==> config.mk <==
export PLATFORM = sky130hd
export DESIGN_NAME = sram_chunk_loader_flat
export DESIGN_NICKNAME = d
export VERILOG_FILES = /design/src/rtl/sram_chunk_loader_pkg.sv /design/src/rtl/sram_chunk_loader_if.sv /design/src/rtl/sram_chunk_loader_popcount.sv /design/src/rtl/sram_chunk_loader.sv /design/src/flat_wrapper.sv
export SDC_FILE = /design/constraint.sdc
export NUM_CORES = 1
export LEC_CHECK = 0
export CORE_AREA = 3 3 228 230
export CTS_CLUSTER_SIZE = 28
export DETAILED_ROUTE_END_ITERATION = 8
export DIE_AREA = 0 0 231 233
export PLACE_DENSITY = 0.51
export SYNTH_ARGS = -nofsm -noshare
export SYNTH_HDL_FRONTEND = slang
export SYNTH_SLANG_ARGS = --single-unit
export TNS_END_PERCENT = 5
==> constraint.sdc <==
create_clock -name clk_i -period 3.47 [get_ports clk_i]
set_input_delay 0.694 -clock clk_i [delete_from_list [all_inputs] [get_ports clk_i]]
set_output_delay 0.694 -clock clk_i [all_outputs]
set_load 0.02 [all_outputs]
==> src/rtl/sram_chunk_loader_pkg.sv <==
// Shared types and width helpers for the SRAM chunk loader.
package loader_pkg;

  typedef enum logic {IDLE = 1'b0, LOAD = 1'b1} loader_state_e;

  localparam int LD_BUS_SIZE    = 32;
  localparam int LD_DAT_CYC_NUM = 4;
  localparam int LD_CHUNK_NUM   = 8;

  // Counter width for an index range of n, never narrower than one bit.
  function automatic int cnt_w(input int n);
    return (n > 1) ? $clog2(n) : 1;
  endfunction

  localparam int BEAT_W  = cnt_w(LD_DAT_CYC_NUM);
  localparam int CHUNK_W = cnt_w(LD_CHUNK_NUM);
  localparam int NNZ_W   = $clog2(LD_BUS_SIZE*LD_DAT_CYC_NUM*LD_CHUNK_NUM+1);

endpackage

==> src/rtl/sram_chunk_loader_if.sv <==
// Beat stream in and SRAM write port out of the chunk loader.
// master: the loader (stream sink, SRAM write transmitter); slave: its environment.
interface sram_chunk_loader_if #(
  parameter int BUS_SIZE    = 32,
  parameter int DAT_CYC_NUM = 4,
  parameter int CHUNK_NUM   = 8
);
  import loader_pkg::*;

  localparam int BW = cnt_w(DAT_CYC_NUM);
  localparam int CW = cnt_w(CHUNK_NUM);

  logic                  s_valid_i;
  logic                  s_ready_o;
  logic [BUS_SIZE-1:0]   s_sparsemap_i;
  logic [BUS_SIZE*8-1:0] s_nonzero_data_i;

  logic                  sram_wr_valid_o;
  logic [BUS_SIZE-1:0]   sram_wr_sparsemap_o;
  logic [BUS_SIZE*8-1:0] sram_wr_nonzero_data_o;
  logic [BW-1:0]         sram_wr_dat_count_o;
  logic [CW-1:0]         sram_wr_chunk_count_o;

  modport master (
    input  s_valid_i, s_sparsemap_i, s_nonzero_data_i,
    output s_ready_o, sram_wr_valid_o, sram_wr_sparsemap_o,
           sram_wr_nonzero_data_o, sram_wr_dat_count_o, sram_wr_chunk_count_o
  );

  modport slave (
    output s_valid_i, s_sparsemap_i, s_nonzero_data_i,
    input  s_ready_o, sram_wr_valid_o, sram_wr_sparsemap_o,
           sram_wr_nonzero_data_o, sram_wr_dat_count_o, sram_wr_chunk_count_o
  );

endinterface

==> src/rtl/sram_chunk_loader_popcount.sv <==
// Combinational population count of one beat's sparsemap.
module sparsemap_popcount #(
  parameter int BUS_SIZE = 32,
  parameter int CNT_W    = $clog2(BUS_SIZE+1)
) (
  input  logic [BUS_SIZE-1:0] sparsemap_i,
  output logic [CNT_W-1:0]    count_o
);

  // Plain adder chain; synthesis restructures it into a tree.
  always_comb begin
    count_o = '0;
    for (int i = 0; i < BUS_SIZE; i++)
      count_o = count_o + CNT_W'(sparsemap_i[i]);
  end

endmodule

==> src/rtl/sram_chunk_loader.sv <==
// Write-side sequencer for an IFM/filter chunk SRAM: takes a beat stream and
// emits registered SRAM writes tagged with beat and chunk indices.
// Optional LOADER_NNZ_COUNT_EN adds nnz_count_o, a running popcount of the
// sparsemaps accepted in the current transfer.
module sram_chunk_loader
  import loader_pkg::*;
#(
  parameter int BUS_SIZE    = LD_BUS_SIZE,
  parameter int DAT_CYC_NUM = LD_DAT_CYC_NUM,
  parameter int CHUNK_NUM   = LD_CHUNK_NUM,
  parameter int BW          = cnt_w(DAT_CYC_NUM),
  parameter int CW          = cnt_w(CHUNK_NUM),
  parameter int NW          = $clog2(BUS_SIZE*DAT_CYC_NUM*CHUNK_NUM+1)
) (
  input  logic                 clk_i,
  input  logic                 rst_i,
  input  logic                 start_i,
  input  logic [CW-1:0]        chunk_base_i,
  input  logic [CW-1:0]        chunk_len_i,
  input  logic                 abort_i,
  sram_chunk_loader_if.master  bus,
  output logic                 busy_o,
  output logic                 done_o
`ifdef LOADER_NNZ_COUNT_EN
  ,
  output logic [NW-1:0]        nnz_count_o
`endif
);

  loader_state_e state_q, state_d;

  logic [BW-1:0] beat_q;
  logic [CW-1:0] chunk_q;
  logic [CW:0]   rem_q;      // one extra bit so len=0 can hold CHUNK_NUM

  logic accept, beat_last, xfer_last, start_go;

  assign bus.s_ready_o = (state_q == LOAD);
  assign busy_o        = (state_q == LOAD);
  assign accept        = bus.s_valid_i & bus.s_ready_o;
  assign beat_last     = (beat_q == BW'(DAT_CYC_NUM-1));
  assign xfer_last     = accept & beat_last & (rem_q == (CW+1)'(1));
  assign start_go      = (state_q == IDLE) & start_i;

  // State register.
  always_ff @(posedge clk_i or negedge rst_i) begin
    if (!rst_i) state_q <= IDLE;
    else        state_q <= state_d;
  end

  // Next state: completion and abort both return to IDLE.
  always_comb begin
    state_d = state_q;
    case (state_q)
      IDLE: if (start_i) state_d = LOAD;
      LOAD: if (xfer_last || abort_i) state_d = IDLE;
      default: state_d = IDLE;
    endcase
  end

  // Beat, chunk and remaining-chunk counters.
  always_ff @(posedge clk_i or negedge rst_i) begin
    if (!rst_i) begin
      beat_q  <= '0;
      chunk_q <= '0;
      rem_q   <= '0;
    end else if (start_go) begin
      beat_q  <= '0;
      chunk_q <= chunk_base_i;
      rem_q   <= (chunk_len_i == '0) ? (CW+1)'(CHUNK_NUM) : {1'b0, chunk_len_i};
    end else if (accept) begin
      if (beat_last) begin
        beat_q  <= '0;
        chunk_q <= (chunk_q == CW'(CHUNK_NUM-1)) ? '0 : chunk_q + 1'b1;
        rem_q   <= rem_q - 1'b1;
      end else begin
        beat_q  <= beat_q + 1'b1;
      end
    end
  end

  // Registered write port; payload holds between strobes.
  always_ff @(posedge clk_i or negedge rst_i) begin
    if (!rst_i) begin
      bus.sram_wr_valid_o        <= 1'b0;
      bus.sram_wr_sparsemap_o    <= '0;
      bus.sram_wr_nonzero_data_o <= '0;
      bus.sram_wr_dat_count_o    <= '0;
      bus.sram_wr_chunk_count_o  <= '0;
      done_o                     <= 1'b0;
    end else begin
      bus.sram_wr_valid_o <= accept;
      done_o              <= xfer_last;
      if (accept) begin
        bus.sram_wr_sparsemap_o    <= bus.s_sparsemap_i;
        bus.sram_wr_nonzero_data_o <= bus.s_nonzero_data_i;
        bus.sram_wr_dat_count_o    <= beat_q;
        bus.sram_wr_chunk_count_o  <= chunk_q;
      end
    end
  end

`ifdef LOADER_NNZ_COUNT_EN
  localparam int PW = $clog2(BUS_SIZE+1);
  logic [PW-1:0] beat_pop;

  sparsemap_popcount #(.BUS_SIZE(BUS_SIZE), .CNT_W(PW)) u_pop (
    .sparsemap_i (bus.s_sparsemap_i),
    .count_o     (beat_pop)
  );

  // Nonzero accumulator, aligned with the write it belongs to.
  always_ff @(posedge clk_i or negedge rst_i) begin
    if (!rst_i)        nnz_count_o <= '0;
    else if (start_go) nnz_count_o <= '0;
    else if (accept)   nnz_count_o <= nnz_count_o + NW'(beat_pop);
  end
`endif

endmodule

==> src/flat_wrapper.sv <==
// flat-port wrapper written by rule: the top's interface ports become plain ports
module sram_chunk_loader_flat import loader_pkg::*;
#(
  parameter int BUS_SIZE    = LD_BUS_SIZE,
  parameter int DAT_CYC_NUM = LD_DAT_CYC_NUM,
  parameter int CHUNK_NUM   = LD_CHUNK_NUM,
  parameter int BW          = cnt_w(DAT_CYC_NUM),
  parameter int CW          = cnt_w(CHUNK_NUM),
  parameter int NW          = $clog2(BUS_SIZE*DAT_CYC_NUM*CHUNK_NUM+1)
)
  (clk_i, rst_i, start_i, chunk_base_i, chunk_len_i, abort_i, busy_o, done_o, bus_s_valid_i, bus_s_sparsemap_i, bus_s_nonzero_data_i, bus_s_ready_o, bus_sram_wr_valid_o, bus_sram_wr_sparsemap_o, bus_sram_wr_nonzero_data_o, bus_sram_wr_dat_count_o, bus_sram_wr_chunk_count_o);
  sram_chunk_loader_if #(.BUS_SIZE(BUS_SIZE), .DAT_CYC_NUM(DAT_CYC_NUM), .CHUNK_NUM(CHUNK_NUM)) bus_i ();
  input  logic clk_i;
  input  logic rst_i;
  input  logic start_i;
  input  logic [CW-1:0] chunk_base_i;
  input  logic [CW-1:0] chunk_len_i;
  input  logic abort_i;
  output logic busy_o;
  output logic done_o;
  input wire logic [$bits(bus_i.s_valid_i)-1:0] bus_s_valid_i;
  input wire logic [$bits(bus_i.s_sparsemap_i)-1:0] bus_s_sparsemap_i;
  input wire logic [$bits(bus_i.s_nonzero_data_i)-1:0] bus_s_nonzero_data_i;
  output wire logic [$bits(bus_i.s_ready_o)-1:0] bus_s_ready_o;
  output wire logic [$bits(bus_i.sram_wr_valid_o)-1:0] bus_sram_wr_valid_o;
  output wire logic [$bits(bus_i.sram_wr_sparsemap_o)-1:0] bus_sram_wr_sparsemap_o;
  output wire logic [$bits(bus_i.sram_wr_nonzero_data_o)-1:0] bus_sram_wr_nonzero_data_o;
  output wire logic [$bits(bus_i.sram_wr_dat_count_o)-1:0] bus_sram_wr_dat_count_o;
  output wire logic [$bits(bus_i.sram_wr_chunk_count_o)-1:0] bus_sram_wr_chunk_count_o;
  assign bus_i.s_valid_i = bus_s_valid_i;
  assign bus_i.s_sparsemap_i = bus_s_sparsemap_i;
  assign bus_i.s_nonzero_data_i = bus_s_nonzero_data_i;
  assign bus_s_ready_o = bus_i.s_ready_o;
  assign bus_sram_wr_valid_o = bus_i.sram_wr_valid_o;
  assign bus_sram_wr_sparsemap_o = bus_i.sram_wr_sparsemap_o;
  assign bus_sram_wr_nonzero_data_o = bus_i.sram_wr_nonzero_data_o;
  assign bus_sram_wr_dat_count_o = bus_i.sram_wr_dat_count_o;
  assign bus_sram_wr_chunk_count_o = bus_i.sram_wr_chunk_count_o;
  sram_chunk_loader #(.BUS_SIZE(BUS_SIZE), .DAT_CYC_NUM(DAT_CYC_NUM), .CHUNK_NUM(CHUNK_NUM), .BW(BW), .CW(CW), .NW(NW)) u_core (.clk_i(clk_i), .rst_i(rst_i), .start_i(start_i), .chunk_base_i(chunk_base_i), .chunk_len_i(chunk_len_i), .abort_i(abort_i), .bus(bus_i), .busy_o(busy_o), .done_o(done_o));
endmodule
==> results by stage, run 1 <==
Setup path:
- Among all stages on the critical path, the largest delay is contributed by sky130_fd_sc_hd__clkdlybuf4s50_1.
- Together, buffers and inverters on the worst path number 1.
- The worst endpoint required time is 2.78 ns.
- The startpoint type of the worst setup path is a flip-flop.
- In this design, the stage delay of the slowest critical-path cell is 0.69 ns.
- The type of element capturing the critical path is a primary output.
- The cell family contributing the most delay on the critical path is buffers and inverters.
- For the worst setup path, the data arrival time is 1.79 ns.
- Traced cell by cell, the critical path runs through clkdlybuf4s50_1.
- The critical path is of the reg2out type.
- The critical-path maximum fanout is 8.

Synthesis:
- Synthesis inferred 305 register bits.
- The number of synthesized flops with an enable pin is 0.
- For this run, the number of Yosys warnings is 0.
- Counting every net in the synthesized netlist gives 1598.
- The post-synthesis cell area is 11600 µm².
- After synthesis, flip-flops and latches occupy 66.1% of the total area.
- The average footprint of a synthesized cell is 8.93 µm².
- The count of mapped cells out of synthesis is 1294.
- Counting distinct cell types in the post-synthesis netlist gives 29.
- The dominant synthesized flop cell is sky130_fd_sc_hd__dfrtp_1.
- Of all flip-flops after synthesis, the portion carrying an async set or reset was 100%.

GRT:
- Entering global routing, the biggest net connects 139 pins.
- The number of antenna violations at the first check in global routing is 2.
- The number of global-route vias before repair was 10600.
- The busiest layer in global routing is met2.
- The first global-routing pass estimated 64.1 mm of wire.
- Global routing used 15.2% of the available tracks across all layers.
- The fraction of met2 tracks used by global routing is 25.8%.
- Global routing used 18.2% of the available met1 tracks.
- After global routing the overflow that remains totals 0.
- The global-route track usage on met3 is 5.50%.

CTS:
- The clock-pin slew reported for the worst setup and hold paths after clock tree synthesis is 0.06 ns.
- The clock passes through at most 3 buffers.
- The hold-fix buffer count after cts is 0.
- The H-tree was split into 2 levels.
- Post-CTS timing repair inserted 0 buffers for setup.
- The clock root buffer is sky130_fd_sc_hd__clkbuf_16.
- The clock tree from TritonCTS is done.
- The number of sinks driven by the clock tree is 305.
- At the later pin of the worst-skew pair, clock insertion delay measures 0.54 ns.
- Post-CTS repair changed the size of 0 cells.
- The total CTS buffers is 37.

Drt:
- Dividing the detail-routed via count by the number of cells gives 4.00.
- Dividing the detail-routed wire length by the instance count gives 16.4 µm.
- For this run, design rule violations remaining after detail routing come to 0.
- Detailed routing inserted a total of 10300 vias.
- Before antenna repair, the detailed router went through 4 iterations.
- The detail route stage leaves a number of antenna-violating nets equal to 0.
- The initial detailed-routing violation count is 473.
- After detailed routing, the total wire length is 42.4 mm.

Floorplan:
- The I/O pin count is 596.
- The die covers 53800 µm².
- The placement row count is 82.
- The die width is 231 µm.
- The initial utilization of the core area, before any placement, comes to 23.1%.
- The overall die height is 233 µm.
- The floorplan step defined a core boundary enclosing 50100 µm².

Timing:
- The final critical path time including I/O delays and setup is 2.48 ns.
- The clock tree skew after final layout is 0.00857 ns.
- The fraction of the cycle the final worst path needs is 71.6%.
- The slew at the pin closest to its max-slew limit is 0.767 ns.
- Static timing analysis puts the maximum clock frequency at 0.403 GHz.
- The max-slew violation count is 0.
- The post-route setup TNS is 0 ns.
- The number of hold-slack violations in the final timing report was 0.
- The count of endpoints failing setup in the final report is 0.
- The worst relative slew slack is 48.9%.
- Setup repair after global routing left no endpoint under its margin.

Place:
- Routability-driven placement finished with a final weighted congestion of 0.826.
- The total of buffers placed on input and output ports is 595.
- The placed cell count is 2508.
- The half-perimeter wire length after detailed placement is 30.6 mm.

Pwr:
- IR analysis of the VDD net gives a maximum drop of 0.362 mV.
- The analysis attributes to cell leakage a power of 9.44 nW.
- The power density over the cells is 679 nW/µm².

Min path:
- The path class of the tightest hold or removal check is in2async.

Layout:
- Relative to the synthesized area, the layout overhead comes to 69.0%.
- The sequential cells in the finished layout cover a total of 7630 µm².
- After the last flow step, the layout net total stands at 2179.
- The count of filler cells inserted in the layout is 5108.
- The count of cells in the finished layout, fillers not included, comes to 2576.
- In the final layout, the multi-input gates occupy 3600 µm².
- The post-route netlist has 4.10% of its cells at a drive strength greater than 1.

Job:
- The number of max-capacitance violations reported is 0.

Outcome:
- The run finished with clean final reports.
-- sequential cells by signal, indices dropped and copies added (netlist names) --
signal                             cells
u_core.bus.sram_wr_chunk_count_o       3
u_core.bus.sram_wr_valid_o             1
u_core.rem_q                           4
u_core.bus.s_ready_o                   1
u_core.bus.sram_wr_nonzero_data_o    256
u_core.beat_q                          2
u_core.bus.sram_wr_sparsemap_o        32
u_core.done_o                          1
u_core.chunk_q                         3
u_core.bus.sram_wr_dat_count_o         2
-- cells by family after synthesis --
kind of cell,Yosys count,share of synthesized area (%)
AO/OA/AOI/OAI,8,0.412
buffers and inverters,70,2.89
AND/OR/NAND/NOR,900,29.6
flip-flops,305,66.1
XOR/XNOR,2,0.152
multiplexers,4,0.357
adder cells (fa/ha/maj),5,0.542
-- cells in the final DEF (no fill, tap or decap), drive strengths merged --
master	n
nand3	4
a31oi	1
nor2	5
ha	5
o21ai	1
xnor2	1
clkdlybuf4s50	594
or4	2
diode	1
clkinv	8
bufinv	3
nand4b	1
o31ai	1
dfrtp	305
mux2	1
nand2	883
nor3b	1
nand4	1
xor2	1
nand2b	2
buf	15
or3	1
mux2i	3
clkbuf	53
inv	4
o311ai	1
clkinvlp	2
a21oi	4
-- cell usage after synthesis, types with 2 or more instances --
library cell,n,area (µm²)
sky130_fd_sc_hd__nand2_1,882,3310
sky130_fd_sc_hd__dfrtp_1,305,7630
sky130_fd_sc_hd__buf_2,32,160
sky130_fd_sc_hd__clkbuf_1,21,78.8
sky130_fd_sc_hd__buf_4,8,60.1
sky130_fd_sc_hd__buf_1,5,18.8
sky130_fd_sc_hd__ha_1,5,62.6
sky130_fd_sc_hd__nor2_1,5,18.8
sky130_fd_sc_hd__a21oi_1,4,20.0
sky130_fd_sc_hd__mux2i_1,3,30.0
sky130_fd_sc_hd__nand3_1,3,15.0
sky130_fd_sc_hd__inv_1,2,7.51
sky130_fd_sc_hd__nand2b_1,2,12.5
sky130_fd_sc_hd__or4_1,2,15.0
-- report_power, final --
group / internal, mW / leakage [nW] / total, mW / switching [mW]
registers: 4.41 / 3.77 / 4.87 / 0.467
logic: 2.06 / 5.06 / 4.42 / 2.36
clock network: 2.41 / 0.612 / 3.96 / 1.55
total: 8.88 / 9.44 / 13.3 / 4.38
-- cell type report --
cell class                      instances  area share (%)
Sequential cell                       305            39.1
Timing Repair Buffer                  609            31.7
Multi-Input combinational cell        919            18.4
Clock buffer                           53            5.58
Tap cell                              672            4.31
Clock inverter                         14           0.808
Inverter                                3          0.0962
Antenna cell                            1          0.0128
-- routing by layer --
| layer | wire length (µm) | vias to the layer above | share of wire (%) |
|---|---|---|---|
| li1 | - | 5074 | - |
| met1 | 16900 | 4815 | 40 |
| met2 | 20800 | 349 | 49 |
| met3 | 3540 | 61 | 8.4 |
| met4 | 1040 | 0 | 2.5 |
| met5 | 0 | - | 0 |
-- worst paths after layout --
check / cells after the start / slack (ns) / from / to
min in group clk_i: 2 / 0.47 / u_core.bus.sram_wr_nonzero_data_o[100] / u_core.bus.sram_wr_nonzero_data_o[100]
worst max-delay path: 1 / 0.99 / u_core.bus.s_ready_o / busy_o
worst max register to register: 5 / 1.50 / u_core.bus.s_ready_o / u_core.bus.sram_wr_nonzero_data_o[142]
worst min register to register: 2 / 0.47 / u_core.bus.sram_wr_nonzero_data_o[100] / u_core.bus.sram_wr_nonzero_data_o[100]
max in group asynchronous: 2 / 2.49 / rst_i / u_core.bus.sram_wr_chunk_count_o[2]
worst min-delay path: 1 / 0.16 / rst_i / u_core.bus.sram_wr_nonzero_data_o[166]
-- per-stage QoR --
step	util [%]	instance area (µm²)	total power, mW	hold WS (ns)	worst slack, ns
6_report	39.0	19500	13.3	0.159	0.986
2_1_floorplan	-	11600	6.83	0.398	2.00
4_1_cts	39.0	19500	13.5	0.154	0.934
5_1_grt	39.0	19500	14.0	0.182	0.872
3_5_place_dp	36.5	18300	9.42	0.461	0.680
3_3_place_gp	36.5	18300	9.39	0.457	0.714
Note: power is estimated with default switching activity, not from simulation.
==> inputs of run 2 (changes only) <==
clock period = 2.5 ns   (was 3.47 ns; I/O delays follow)
==> run 2 against run 1 <==
Cell area rose by 0.99%. Via count rose by 0.81%. Utilization rose by 0.38 points. Clock skew rose by 0.0079 ns. Critical path depth did not move. Clock-buffer cell count rose by 4. Clock power rose by 44%. Setup slack got worse by 0.78 ns. Sequential power rose by 39%.
==> results by stage, run 2 (synthesis results as in run 1) <==
Drt:
- The via count is 10400.
- The count of unresolved DRC violations after routing is 0.
- In the routed layout, each cell is associated on average with a via count of 4.01.
- The total iterations of the first detailed-routing run is 4.
- The average detailed-routed wire length per instance is 16.6 µm.
- The total detailed-routing wirelength is 43.0 mm.
- In this run the remaining antenna-violating nets after routing total 0.
- The detailed router finished its first iteration with 525 violations.

GRT:
- The wire length of the first global-routing pass is 64.4 mm.
- The number of antenna violations at the first check in global routing is 2.
- The number of global-route vias before repair is 10700.
- The overall routing resource usage is 15.3%.
- Entering global routing, the biggest net connects 111 pins.
- The global route total overflow is 0.

Floorplan:
- The full die area is 53800 µm².
- For this configuration, the core starts out at a cell density of 23.1%.
- The floorplan step set the die width to 231 µm.
- The I/O pin count is 596.
- The overall die height is 233 µm.
- The placement row count is 82.
- After floorplanning, the core was sized to cover 50100 µm².

Timing:
- The number of hold-slack violations in the final timing report is 0.
- On the final layout, the worst hold slack is 0.469 ns.
- The final critical path time including I/O delays and setup is 2.30 ns.
- Measured against its own limit, the worst slew margin works out to 58.0%.
- The clock tree skew after final layout is 0.0164 ns.
- Setup repair after global routing left no endpoint under its margin.
- The final critical path takes up 91.9% of the cycle.
- The fmax is 0.435 GHz.
- Setup total negative slack on the finished layout was measured at 0 ns.
- The slew at the pin closest to its max-slew limit is 0.630 ns.
- The count of endpoints failing setup in the final report is 0.
- The max-slew violation count is 0.

Job:
- The number of max-capacitance violations reported is 0.

Setup path:
- The type of element capturing the critical path is a primary output.
- The worst endpoint required time is 2.00 ns.
- The critical-path maximum fanout is 8.
- The startpoint type of the worst setup path is a flip-flop.
- The slowest stage of the critical path belongs to the cell sky130_fd_sc_hd__clkdlybuf4s50_1.
- The setup path with the least slack is of type reg2out.
- Traced cell by cell, the critical path runs through clkdlybuf4s50_1.
- The worst path buffer plus inverter count is 1.
- The category of cells accounting for the largest share of critical-path delay is buffers and inverters.
- For the worst setup path, the data arrival time is 1.80 ns.
- In this design, the stage delay of the slowest critical-path cell is 0.68 ns.

Outcome:
- The flow ran to the end, and the final reports show no timing, DRC or antenna violations.

Layout:
- The post-layout instance count excluding filler cells is 2592.
- The leading cell type in the layout, fill and taps excluded is sky130_fd_sc_hd__nand2_1.
- The largest registers in the layout are u_core.bus.sram_wr_nonzero_data_o (256), u_core.bus.sram_wr_sparsemap_o (32), u_core.rem_q (4).
- Of the cells placed in the final design, the portion with a size suffix greater than 1 is 4.95%.
- The number of flip-flops under the largest register name is 256.
- From synthesis to final layout, the design area changed by 70.6%.
- The register with the most flip-flops in the final layout is u_core.bus.sram_wr_nonzero_data_o.
- The top cell types in the final layout, fill and taps aside, are sky130_fd_sc_hd__nand2_1, sky130_fd_sc_hd__clkdlybuf4s50_1, sky130_fd_sc_hd__dfrtp_1, sky130_fd_sc_hd__clkbuf_16, sky130_fd_sc_hd__buf_4.
- The layout net count is 2199.
- The number of diodes is 0.
- Fill cells in the final layout number 5088.

CTS:
- The clock network latency to the later pin of the worst-skew pair is 0.53 ns.
- The tree built by TritonCTS fans out to 305 sinks.
- The number of buffers on the longest clock path is 3.
- The clock root buffer is sky130_fd_sc_hd__clkbuf_16.
- The maximum level of the CTS H-tree is 2.
- Clock-pin slew was measured on the worst setup and hold paths at 0.05 ns.
- Gates resized during post-CTS repair numbered 0.
- The clock tree from TritonCTS is done.
- Counting the buffers created by CTS gives 39.

Place:
- The placed cell count is 2525.
- The half-perimeter wire length after detailed placement is 31.6 mm.
- The final weighted congestion in routability-driven placement is 0.802.
- Buffers placed on the I/O ports in this run total 595.

Pwr:
- The combinational cell fraction of total power is 33.1%.
- The analysis attributes to cell leakage a power of 9.55 nW.
- The internal portion of the total power is 12.6 mW.
- Across the VDD grid, the largest voltage drop is 0.618 mV.
- The power density over the cells is 947 nW/µm².
- The switching share of power is 32.7%.
- In this run the power spent charging and discharging nets is 6.10 mW.
- The design draws 18.7 mW.
- The relative contribution of sequential cells to total power is 36.3%.
- Of the total power, the clock network draws 30.6%.

Min path:
- The worst min-delay path category is reg2reg.
run 2: cell types whose count changed in the layout (fill, tap and decap cells not counted), sizes merged:
cell | previous run | this run
dlygate4sd3 | 0 | 1
inv | 4 | 3
buf | 15 | 32
diode | 1 | 0
clkinvlp | 2 | 3
clkinv | 8 | 3
clkbuf | 53 | 57
run 2: per-stage QoR:
step                instance area (µm²)  util [%]  worst slack (ns)
detailed placement                18400      36.7             0.308
global route                      19700      39.4             0.116
CTS                               19700      39.4             0.139
floorplan                         11600         -              1.14
global placement                  18400      36.7             0.337
finish                            19700      39.4             0.202
run 2: layout make-up:
cell class                 instances  area (µm²)  area share (%)
clock buffer                      57        1180            5.97
clock inverter                     9         128           0.647
inverter                           3        18.8          0.0952
multi-input combinational        919        3600            18.3
sequential                       305        7630            38.7
tap                              672         841            4.27
timing repair buffer             627        6320            32.0
run 2: path summary, 6_finish.rpt:
check                                                 startpoint                                    end  slack (ns)  cells past startpoint
setup / recovery                            u_core.bus.s_ready_o                          bus_s_ready_o        0.20                      1
hold / removal             u_core.bus.sram_wr_nonzero_data_o[45]  u_core.bus.sram_wr_nonzero_data_o[45]        0.47                      2
setup reg to reg                            u_core.bus.s_ready_o  u_core.bus.sram_wr_nonzero_data_o[98]        0.83                      5
hold reg to reg            u_core.bus.sram_wr_nonzero_data_o[45]  u_core.bus.sram_wr_nonzero_data_o[45]        0.47                      2
max in group asynchronous                                  rst_i     u_core.bus.sram_wr_sparsemap_o[20]        1.16                      3
min in group asynchronous                                  rst_i  u_core.bus.sram_wr_nonzero_data_o[59]        0.52                      2
run 2: worst reg2reg max path: stages, from the launching register on:
cell,delay (ns)
sky130_fd_sc_hd__dfrtp_1,0.58
sky130_fd_sc_hd__nand2_8,0.22
sky130_fd_sc_hd__inv_8,0.17
sky130_fd_sc_hd__buf_12,0.30
sky130_fd_sc_hd__nand2_1,0.25
sky130_fd_sc_hd__nand2_1,0.08
run 2: power groups by stage:
stage	Sequential [mW]	Clock, mW	Combinational [mW]
after floorplan	8.23	0	1.25
after global placement	6.81	0	6.27
after detailed placement	6.84	0	6.29
after CTS	6.78	5.94	6.31
after global routing	6.93	6.14	6.64
final	6.77	5.71	6.18
run 2: timing repair:
action                                  in CTS  in global routing
endpoints found under the setup margin       0                  0
hold endpoints to repair                    53                  0
buffers inserted                             0                  0
hold buffers                                 1                  0
run 2: layer usage:
| metal | GRT usage, % | wire length (µm) |
|---|---|---|
| met1 | 17.9 | 17100 |
| met2 | 26.5 | 21200 |
| met3 | 5.48 | 3700 |
| met4 | 4.45 | 971 |
| met5 | 0 | 29 |
==> inputs of run 3 (changes only) <==
==> constraint.sdc (replaced) <==
create_clock -name clk_i -period 2.5 [get_ports clk_i]
set_input_delay 0.75 -clock clk_i [delete_from_list [all_inputs] [get_ports clk_i]]
set_output_delay 0.75 -clock clk_i [all_outputs]
set_load 0.02 [all_outputs]
==> run 3 against run 2 <==
Combinational power is essentially flat. Highest routed layer unchanged. Sequential share of layout area shrank 0.087 points. Cell area grew 0.24%. Critical path type unchanged. Die area is the same.
==> results by stage, run 3 (synthesis results as in run 1) <==
Setup path:
- Along the worst path, the maximum fanout reaches 2.
- STA puts the critical path data required time at 1.75 ns.
- The worst register-to-register path has a setup slack of 1.08 ns.
- Walking the worst path, the cells encountered are clkdlybuf4s50_1.
- The critical path endpoint is bus_sram_wr_nonzero_data_o[169].
- The type of element capturing the critical path is a primary output.
- The terminus of the critical flop-to-flop path is u_core.bus.sram_wr_nonzero_data_o[92].
- The number of gates on the worst path with buffers counted is 1.
- On the worst path, the slowest cell contributes a delay of 0.69 ns.
- Data on the critical path arrives at its endpoint at 1.60 ns.
- The worst-case reg-to-reg path depth is 5.
- The number of buffers and inverters on the critical path is 1.
- The category of cells accounting for the largest share of critical-path delay is buffers and inverters.
- The origin of the critical flop-to-flop path is u_core.bus.s_ready_o.
- The first element of the critical path is u_core.bus.sram_wr_nonzero_data_o[169].
- The startpoint type of the worst setup path is a flip-flop.
- The critical-path cell with the highest stage delay is sky130_fd_sc_hd__clkdlybuf4s50_1.
- The worst setup path is of the reg2out kind.

Pwr:
- The cell leakage power is 9.60 nW.
- The overall power is 18.4 mW.
- In this run the power density over the cells is 934 nW/µm².
- The peak ir drop on the vdd network is 0.544 mV.

GRT:
- The wire length of the first global-routing pass is 64.4 mm.
- The number of global-route vias before repair was 10500.
- For this run the aggregate overflow at the end of global routing stands at 0.
- The overall routing resource usage is 15.4%.
- The number of antenna violations at the first check in global routing is 3.
- Entering global routing, the biggest net connects 66 pins.

Timing:
- Setup violations remaining at the end of the flow were counted as 0.
- After layout, the worst path uses 94.0% of the clock period.
- The final worst-path setup slack is 0.150 ns.
- The final critical path time including I/O delays and setup is 2.35 ns.
- The slew at the pin closest to its max-slew limit is 0.453 ns.
- The worst relative slew slack is 69.8%.
- The number of hold-slack violations in the final timing report is 0.
- The fmax is 0.426 GHz.
- After routing, the total negative slack on setup checks comes to 0 ns.
- Setup repair after global routing left no endpoint under its margin.
- Clock skew on the completed layout was measured at 0.00861 ns.
- The max-slew violation count is 0.

CTS:
- The number of sinks driven by the clock tree is 305.
- In this run the clock root is driven by a sky130_fd_sc_hd__clkbuf_16.
- The H-tree was split into 2 levels.
- The total CTS buffers is 39.
- After clock tree synthesis, the clock-pin slew on the worst setup and hold paths is 0.06 ns.
- The clock tree from TritonCTS is done.
- The clock network latency to the later pin of the worst-skew pair is 0.54 ns.
- Counting along the longest clock path gives a buffer depth of 3.

Job:
- Across the run, the number of max-cap violations was 0.

Floorplan:
- In this run the standard cell core region covers 50100 µm².
- During I/O placement, the number of pins put on the boundary was 596.
- The placement row count is 82.
- The die covers 53800 µm².
- The die is 233 µm tall.
- The die width is 231 µm.
- The starting density of the core is 23.1%.

Layout:
- The post-route netlist has 5.40% of its cells at a drive strength greater than 1.
- The library cell used most frequently in the layout, excluding fill and tap cells, is sky130_fd_sc_hd__nand2_1.
- Once layout is done, the placed cells without fillers occupy 19800 µm².
- The layout net count is 2204.
- In the final layout, the registers with the most flip-flops are u_core.bus.sram_wr_nonzero_data_o (256), u_core.bus.sram_wr_sparsemap_o (32), u_core.rem_q (4).
- Compared with the post-synthesis result, the final layout area differs by 71.0%.
- The count of filler cells inserted in the layout is 5119.
- The top cell types in the final layout, fill and taps aside, are sky130_fd_sc_hd__nand2_1, sky130_fd_sc_hd__clkdlybuf4s50_1, sky130_fd_sc_hd__dfrtp_1, sky130_fd_sc_hd__clkbuf_16, sky130_fd_sc_hd__buf_4.
- The register with the most flip-flops in the layout has 256 of them.
- The register with the highest flop count is u_core.bus.sram_wr_nonzero_data_o.

Drt:
- The final route contains 10400 vias.
- The number of nets with antenna violations after detailed routing is 0.
- The total detailed-routing wirelength is 42.9 mm.
- After detailed routing, the number of vias per cell comes to 4.00.
- For this block, the initial DRC count from the detailed router was 490.
- The average detailed-routed wire length per instance is 16.5 µm.
- The total iterations of the first detailed-routing run is 4.
- The count of unresolved DRC violations after routing is 0.

Outcome:
- The flow ran to the end, and the final reports show no timing, DRC or antenna violations.

Place:
- The congestion estimate from routability-driven global placement came to 0.807.
- In this run the cell area measured after placement is 18500 µm².
- The count of buffers added on input and output ports is 595.
- The half-perimeter wire length after detailed placement is 31.8 mm.
- Prior to clock tree synthesis, the placed netlist has a worst setup slack of 0.182 ns.

Min path:
- The worst min-delay path category is in2async.
==> run 3: final cells by class <==
cell class,instances,area [µm²],share of cell area (%)
flip-flops and latches,305,7630,38.6
inverters,3,18.8,0.0950
repair buffers,632,6410,32.4
clock buffers,59,1200,6.09
diodes,2,5.00,0.0253
well taps,672,841,4.26
clock inverters,9,51.3,0.260
multi-input cells,919,3600,18.2
==> run 3: per-stage QoR <==
stage	utilization [%]	instances	hold slack (ns)
floorplan	-	1294	0.429
global placement	36.9	2531	0.452
detailed placement	36.9	2531	0.454
CTS	39.4	2599	0.115
global route	39.5	2599	0.132
finish	39.5	2601	0.140
==> run 3: worst min path at each step <==
stage | slack (ns) | from | endpoint | cells past startpoint
after floorplan | 0.43 | u_core.rem_q[3] | u_core.done_o | 1
after global placement | 0.45 | u_core.rem_q[3] | u_core.done_o | 1
after detailed placement | 0.45 | u_core.rem_q[3] | u_core.done_o | 1
after CTS | 0.12 | rst_i | u_core.bus.sram_wr_nonzero_data_o[172] | 1
after global routing | 0.13 | rst_i | u_core.bus.sram_wr_nonzero_data_o[172] | 1
final | 0.14 | rst_i | u_core.bus.sram_wr_nonzero_data_o[61] | 1
==> run 3: metal layers <==
layer / global-route usage (%) / wire length (µm) / vias up
met5: 0 / 24 / -
met4: 3.76 / 749 / 4
met3: 5.56 / 3740 / 51
met2: 26.6 / 21400 / 370
met1: 18.1 / 17000 / 4860
li1: - / - / 5112
==> run 3: report_power, final <==
part	switching (mW)	internal [mW]	leakage, nW
registers	0.667	6.12	3.77
clock network	2.15	3.31	0.624
logic	3.29	2.92	5.21
==> run 3: repair_timing <==
item,in CTS,in global routing
hold buffers,0,0
setup buffers,0,0
setup endpoints to repair,2,2
resized for setup,1,2
cloned,0,0
